==> src/rtl/burst_accum_pkg.sv <==
// Shared definitions for the burst accumulator.
// Holds the accumulator FSM state encoding and the constant functions that
// give the signed saturation limits for a given accumulator width.
package burst_accum_pkg;

    typedef enum logic [0:0] {
        ST_IDLE  = 1'b0,
        ST_ACCUM = 1'b1
    } state_e;

    // Largest value representable in a signed field of the given width.
    function automatic longint acc_max(input int width);
        return (64'sd1 <<< (width - 1)) - 64'sd1;
    endfunction

    // Smallest value representable in a signed field of the given width.
    function automatic longint acc_min(input int width);
        return -(64'sd1 <<< (width - 1));
    endfunction

endpackage

==> src/rtl/burst_accum_valid_delay.sv <==
// valid_delay: fixed-length shift register that carries per-beat control
// bits alongside the upstream multiplier pipe so they line up with the product.
// Ports:
//   clk  - clock, all logic on posedge
//   rst  - synchronous active-high reset, clears every stage
//   i_d  - WIDTH control bits entering with the operands
//   o_q  - the same bits, LATENCY cycles later
// LATENCY must be at least 1.
module valid_delay #(
    parameter int LATENCY = 5,
    parameter int WIDTH   = 2
) (
    input  logic             clk,
    input  logic             rst,
    input  logic [WIDTH-1:0] i_d,
    output logic [WIDTH-1:0] o_q
);

    logic [WIDTH-1:0] r_pipe [LATENCY];

    // Shift the control bits one stage per cycle; reset empties the line so
    // beats launched before reset never surface afterwards.
    always_ff @(posedge clk) begin
        if (rst) begin
            for (int i = 0; i < LATENCY; i++) begin
                r_pipe[i] <= '0;
            end
        end else begin
            r_pipe[0] <= i_d;
            for (int i = 1; i < LATENCY; i++) begin
                r_pipe[i] <= r_pipe[i-1];
            end
        end
    end

    assign o_q = r_pipe[LATENCY-1];

endmodule

==> src/rtl/burst_accum.sv <==
// burst_accum: sums the signed products of a burst arriving from a fixed
// latency multiplier and presents one registered result per burst.
// Ports:
//   clk, rst   - clock and synchronous active-high reset
//   in_valid   - beat launched into the multiplier this cycle
//   in_last    - launched beat is the final one of its burst
//   prod       - signed multiplier output, LATENCY cycles after launch
//   out_data   - saturated signed burst sum
//   out_count  - beats in the burst (saturates at all-ones)
//   out_sat    - burst sum saturated at some point in the burst
//   out_valid  - result held for downstream
//   out_ready  - downstream takes the result
//   drop_err   - sticky: a result arrived while the output was still full
module burst_accum
    import burst_accum_pkg::*;
#(
    parameter int WIDTH_P   = 16,
    parameter int WIDTH_ACC = 24,
    parameter int LATENCY   = 5,
    parameter int WIDTH_CNT = 8
) (
    input  logic                        clk,
    input  logic                        rst,
    input  logic                        in_valid,
    input  logic                        in_last,
    input  logic signed [WIDTH_P-1:0]   prod,
    output logic signed [WIDTH_ACC-1:0] out_data,
    output logic [WIDTH_CNT-1:0]        out_count,
    output logic                        out_sat,
    output logic                        out_valid,
    input  logic                        out_ready,
    output logic                        drop_err
);

    localparam logic [WIDTH_ACC-1:0] ACC_MAX = WIDTH_ACC'(acc_max(WIDTH_ACC));
    localparam logic [WIDTH_ACC-1:0] ACC_MIN = WIDTH_ACC'(acc_min(WIDTH_ACC));
    localparam logic [WIDTH_CNT-1:0] CNT_MAX = '1;
    localparam logic [WIDTH_CNT-1:0] CNT_ONE = WIDTH_CNT'(1);

    state_e                 r_state;
    state_e                 w_state_nxt;
    logic [WIDTH_ACC-1:0]   r_acc;
    logic [WIDTH_ACC-1:0]   w_acc_nxt;
    logic [WIDTH_CNT-1:0]   r_cnt;
    logic [WIDTH_CNT-1:0]   w_cnt_nxt;
    logic                   r_sat;
    logic                   w_sat_nxt;

    logic [1:0]             w_aligned;
    logic                   w_a_valid;
    logic                   w_a_last;

    logic [WIDTH_ACC-1:0]   w_prod_ext;
    logic [WIDTH_ACC:0]     w_sum_wide;
    logic                   w_ovf;
    logic [WIDTH_ACC-1:0]   w_sum_sat;
    logic [WIDTH_CNT-1:0]   w_cnt_inc;

    logic                   w_emit;
    logic [WIDTH_ACC-1:0]   w_res_data;
    logic [WIDTH_CNT-1:0]   w_res_cnt;
    logic                   w_res_sat;

    logic [WIDTH_ACC-1:0]   r_out_data;
    logic [WIDTH_CNT-1:0]   r_out_count;
    logic                   r_out_sat;
    logic                   r_out_valid;
    logic                   r_drop_err;

    // in_last only means something on a valid beat, so qualify it before delaying.
    valid_delay #(
        .LATENCY (LATENCY),
        .WIDTH   (2)
    ) u_valid_delay (
        .clk (clk),
        .rst (rst),
        .i_d ({in_last & in_valid, in_valid}),
        .o_q (w_aligned)
    );

    assign w_a_valid = w_aligned[0];
    assign w_a_last  = w_aligned[1];

    // One guard bit catches overflow: the top two sum bits differ exactly when
    // the true sum left the signed range, and the guard bit gives the direction.
    assign w_prod_ext = {{(WIDTH_ACC-WIDTH_P){prod[WIDTH_P-1]}}, prod};
    assign w_sum_wide = {r_acc[WIDTH_ACC-1], r_acc} + {w_prod_ext[WIDTH_ACC-1], w_prod_ext};
    assign w_ovf      = w_sum_wide[WIDTH_ACC] ^ w_sum_wide[WIDTH_ACC-1];
    assign w_sum_sat  = w_ovf ? (w_sum_wide[WIDTH_ACC] ? ACC_MIN : ACC_MAX)
                              : w_sum_wide[WIDTH_ACC-1:0];
    assign w_cnt_inc  = (r_cnt == CNT_MAX) ? r_cnt : (r_cnt + CNT_ONE);

    // Next-state and result generation for the aligned beat.
    always_comb begin
        w_state_nxt = r_state;
        w_acc_nxt   = r_acc;
        w_cnt_nxt   = r_cnt;
        w_sat_nxt   = r_sat;
        w_emit      = 1'b0;
        w_res_data  = '0;
        w_res_cnt   = '0;
        w_res_sat   = 1'b0;
        case (r_state)
            ST_IDLE: begin
                if (w_a_valid && w_a_last) begin
                    // Single-beat burst never enters ACCUM.
                    w_emit     = 1'b1;
                    w_res_data = w_prod_ext;
                    w_res_cnt  = CNT_ONE;
                    w_res_sat  = 1'b0;
                end else if (w_a_valid) begin
                    w_acc_nxt   = w_prod_ext;
                    w_cnt_nxt   = CNT_ONE;
                    w_sat_nxt   = 1'b0;
                    w_state_nxt = ST_ACCUM;
                end else begin
                    w_state_nxt = ST_IDLE;
                end
            end
            ST_ACCUM: begin
                if (w_a_valid) begin
                    w_acc_nxt = w_sum_sat;
                    w_cnt_nxt = w_cnt_inc;
                    w_sat_nxt = r_sat | w_ovf;
                    if (w_a_last) begin
                        w_emit      = 1'b1;
                        w_res_data  = w_sum_sat;
                        w_res_cnt   = w_cnt_inc;
                        w_res_sat   = r_sat | w_ovf;
                        w_state_nxt = ST_IDLE;
                    end else begin
                        w_state_nxt = ST_ACCUM;
                    end
                end else begin
                    w_state_nxt = ST_ACCUM;
                end
            end
            default: begin
                w_state_nxt = ST_IDLE;
            end
        endcase
    end

    // Accumulator state register.
    always_ff @(posedge clk) begin
        if (rst) begin
            r_state <= ST_IDLE;
            r_acc   <= '0;
            r_cnt   <= '0;
            r_sat   <= 1'b0;
        end else begin
            r_state <= w_state_nxt;
            r_acc   <= w_acc_nxt;
            r_cnt   <= w_cnt_nxt;
            r_sat   <= w_sat_nxt;
        end
    end

    // Output holding register: a new result may replace one being accepted in
    // the same cycle; one that finds the register still full is discarded.
    always_ff @(posedge clk) begin
        if (rst) begin
            r_out_data  <= '0;
            r_out_count <= '0;
            r_out_sat   <= 1'b0;
            r_out_valid <= 1'b0;
            r_drop_err  <= 1'b0;
        end else if (w_emit) begin
            if (!r_out_valid || out_ready) begin
                r_out_data  <= w_res_data;
                r_out_count <= w_res_cnt;
                r_out_sat   <= w_res_sat;
                r_out_valid <= 1'b1;
            end else begin
                r_drop_err  <= 1'b1;
            end
        end else if (out_ready) begin
            r_out_valid <= 1'b0;
        end else begin
            r_out_valid <= r_out_valid;
        end
    end

    assign out_data  = r_out_data;
    assign out_count = r_out_count;
    assign out_sat   = r_out_sat;
    assign out_valid = r_out_valid;
    assign drop_err  = r_drop_err;

endmodule

==> config.mk <==
export PLATFORM = sky130hd
export DESIGN_NAME = burst_accum
export DESIGN_NICKNAME = d
export VERILOG_FILES = /design/src/rtl/burst_accum_pkg.sv /design/src/rtl/burst_accum_valid_delay.sv /design/src/rtl/burst_accum.sv
export SDC_FILE = /design/constraint.sdc
export NUM_CORES = 1
export LEC_CHECK = 0
export BUFFER_PORTS_ARGS = -buffer_cell sky130_fd_sc_hd__buf_2
export CORE_AREA = 2 2 94 96
export DETAILED_ROUTE_END_ITERATION = 6
export DIE_AREA = 0 0 96 98
export PLACE_DENSITY = 0.73
export SYNTH_ARGS = -nofsm -noshare
export SYNTH_HDL_FRONTEND = slang
export SYNTH_HIERARCHICAL = 1
export SYNTH_SLANG_ARGS = --single-unit
export TNS_END_PERCENT = 100
==> constraint.sdc <==
create_clock -name clk -period 4.9 [get_ports clk]
set_input_delay 1.225 -clock clk [delete_from_list [all_inputs] [get_ports clk]]
set_output_delay 1.225 -clock clk [all_outputs]
set_load 0.02 [all_outputs]
==> flow_summary.toml <==
[route]
via_per_inst = 6.146
drt_iter0_drc = 222
ant_nets = 0
wl_um = 11680
wl_per_cell_um = 16.54
dr.pass1.iters = 5
drc = 0
num_vias = 4339

[power_and_ir_drop]
power_mw = 1.305
power.leakage_nw = 2.078
p_per_area_nw_per_um2 = 256.6
ir_worst_vdd_v = 0.0001697

[setup_path]
worst_ep_required_time_ns = 5.12
cp-end-kind = "flop"
reg2reg_to = "out_data[9]"
crit_fanout = 20
r2r-start = "r_acc[0]"
start_kind = "input pin"
regToRegSetupSlack_ns = 1.61
crit_type = "in2reg"
reg2regPathDepth = 10
arrival_ns = 4.18

[sta]
tightest_slew_ns = 0.7390
period_minus_slack_ns = 3.957
clock.fmax_ghz = 0.2527
final-max-slew-violation-count = 0
finalHoldViolCount = 0
finalSetupViolCount = 0
holdWs_ns = 0.4372
fin_skew_ns = 0.01295
worst_slack_ns = 0.9426
slew_headroom = 0.5074
rsz0062_at_grt = "false"
post-route-period-util = 0.8076
finalSetupTns_ns = 0

[global_route]
grt_overflow = 0
antenna_found_initial = 0
grt_usage = 0.2609
grt_pass1_wl_um = 19630
grt_max_degree = 48
grt_pass1_vias = 4258

[hold_path]
min_to = "u_valid_delay/r_pipe[0][5]"
hp-class = "reg2reg"
min-delay-start = "u_valid_delay/r_pipe[0][3]"
hold_path_depth = 1

[finish]
regArea_um2 = 1582
stdcell_count = 706
design_area_um2 = 5087
fin_util = 0.6009
multi_input_area_um2 = 2775
syn_to_final_growth_pct = 11.80
drive_above_1_share = 0.1622
n_antenna_cell = 0
fill_cells = 798
nets = 640

[floorplanning]
die_width_um = 96
row_count = 34
fp.coreArea_um2 = 8466
die_area_um2 = 9408
fp.dieH_um = 98
ios = 56
initial_core_util = 0.5375

[clocking]
cts_root_buf = "clkbuf_8"
cts_hold_buf = 0
clk_pin_slew_ns = 0.09
cts-buffers-inserted = 9
cts_tree = "done"
cts.path.max_buffers = 2
clk_latency_ns = 0.37
cts_resized = 0
post_cts_buffers = 0
htreeDepth = 3
cts.sinks = 79

[synth]
synth.distinct_cells = 64
synthTopCellsByArea = "dfxtp_1 (35%), ha_1 (6.9%), nand2_1 (5.1%)"
synth_nets = 599
synth_flop_cell = "dfxtp_1"
ys.warnings.count = 6
post_synth.cell_area_avg_um2 = 8.244
synth_commonest_cells = "dfxtp_1 (79), nand2_1 (62), nor2_1 (58), a21oi_1 (42), o21ai_0 (33)"
synth_seq_area_share = 0.3475
synth-seq-cells = 79
synth_compound_area_frac = 0.2827
yosys.area.top_type = "dfxtp_1"
synth_edf_count = 0
synthCells = 552
synth_top_family_by_area = "compound AO/OA/AOI/OAI gates"
synth_most_common_cell = "dfxtp_1"
synth_simple_gate_area_frac = 0.1886
synth_top_area_share = 0.3475
synth.area.mux_share = 0.01347
synth_adder_area_share = 0.07314
synthXorXnorAreaFrac = 0.04977
async_flop_share = 0
synth_area_um2 = 4551

[placed_design]
globalplace.congestion = 0.9518
place_area_um2 = 4868
dp_cells = 690
port_buffers = 55
dp_hpwl_um = 8345
place_ws_ns = 0.5660

[flow_run]
drv_cap = 0

[outcome]
outcome = "completed"
[worst max path at each step]
stage	startpoint	end	slack, ns	cells after the start
CTS	prod[0]	out_data[9]	0.95	11
detailed placement	prod[0]	out_data[9]	0.57	11
global route	prod[0]	out_data[16]	0.77	11
global placement	prod[0]	out_data[9]	0.72	11
finish	prod[0]	out_data[9]	0.94	11
floorplan	prod[0]	out_data[9]	1.17	11
[worst max-delay path, cell delays in order]
cell	delay, ns
buf_2	0.11
ha_1	0.23
fa_1	0.43
a211oi_1	0.30
o211ai_1	0.15
a21oi_1	0.42
a21o_1	0.24
a21boi_0	0.09
mux2_2	0.48
a211oi_1	0.37
o31ai_1	0.12
[cell usage in the layout, fill, tap and decap left out, types with 7 or more instances in the layout]
cell / synthesis / layout
inv_1: 8 / 8
buf_4: 3 / 9
dfxtp_1: 79 / 79
a211oi_1: 11 / 11
nor3_1: 8 / 8
nand3_1: 25 / 25
nand2_1: 62 / 62
ha_1: 25 / 25
nor2_1: 58 / 57
a21o_1: 7 / 7
o32ai_1: 12 / 12
o211ai_1: 9 / 9
o41ai_1: 10 / 10
o21ai_0: 33 / 32
xor2_1: 11 / 11
xnor2_1: 13 / 13
a31oi_1: 12 / 12
buf_2: 3 / 55
nor2b_1: 13 / 13
a21oi_1: 42 / 42
clkbuf_8: 0 / 9
[cells by family (layout without fill, tap and decap cells)]
| kind of cell | after synthesis | after routing |
|---|---|---|
| xor gates and xnor gates | 25 | 25 |
| DFF | 79 | 79 |
| buffers and inverters | 43 | 89 |
| muxes | 6 | 6 |
| adders and majority gates | 26 | 26 |
| AOI/OAI and AO/OA | 183 | 183 |
| and+or+nand+nor | 190 | 190 |
[layout make-up]
class,count,area share
Tap cell,108,0.02656
Sequential cell,79,0.3109
Clock buffer,10,0.02509
Timing Repair Buffer,64,0.06739
Clock inverter,6,0.01795
Inverter,9,0.006640
Multi-Input combinational cell,430,0.5455
[state kept, by name, indices dropped and copies added (netlist names), named ones only]
| signal | count |
|---|---|
| drop_err | 1 |
| r_cnt | 8 |
| out_valid | 1 |
| out_count | 8 |
| r_sat | 1 |
| out_sat | 1 |
| u_valid_delay/r_pipe | 10 |
| out_data | 24 |
| r_acc | 24 |
[per-layer routing]
layer	wire, um	global-route usage
met1	5240	0.3362
met2	5557	0.4279
met3	597	0.04398
met4	284	0.1066
met5	0	0
[where the power goes]
group	switching, mW	total [mW]	internal (mW)
sequential	0.00243	0.648	0.646
combinational	0.0722	0.112	0.0399
clock	0.254	0.545	0.291
total	0.329	1.31	0.976
Note: power is estimated with default switching activity, not from simulation.
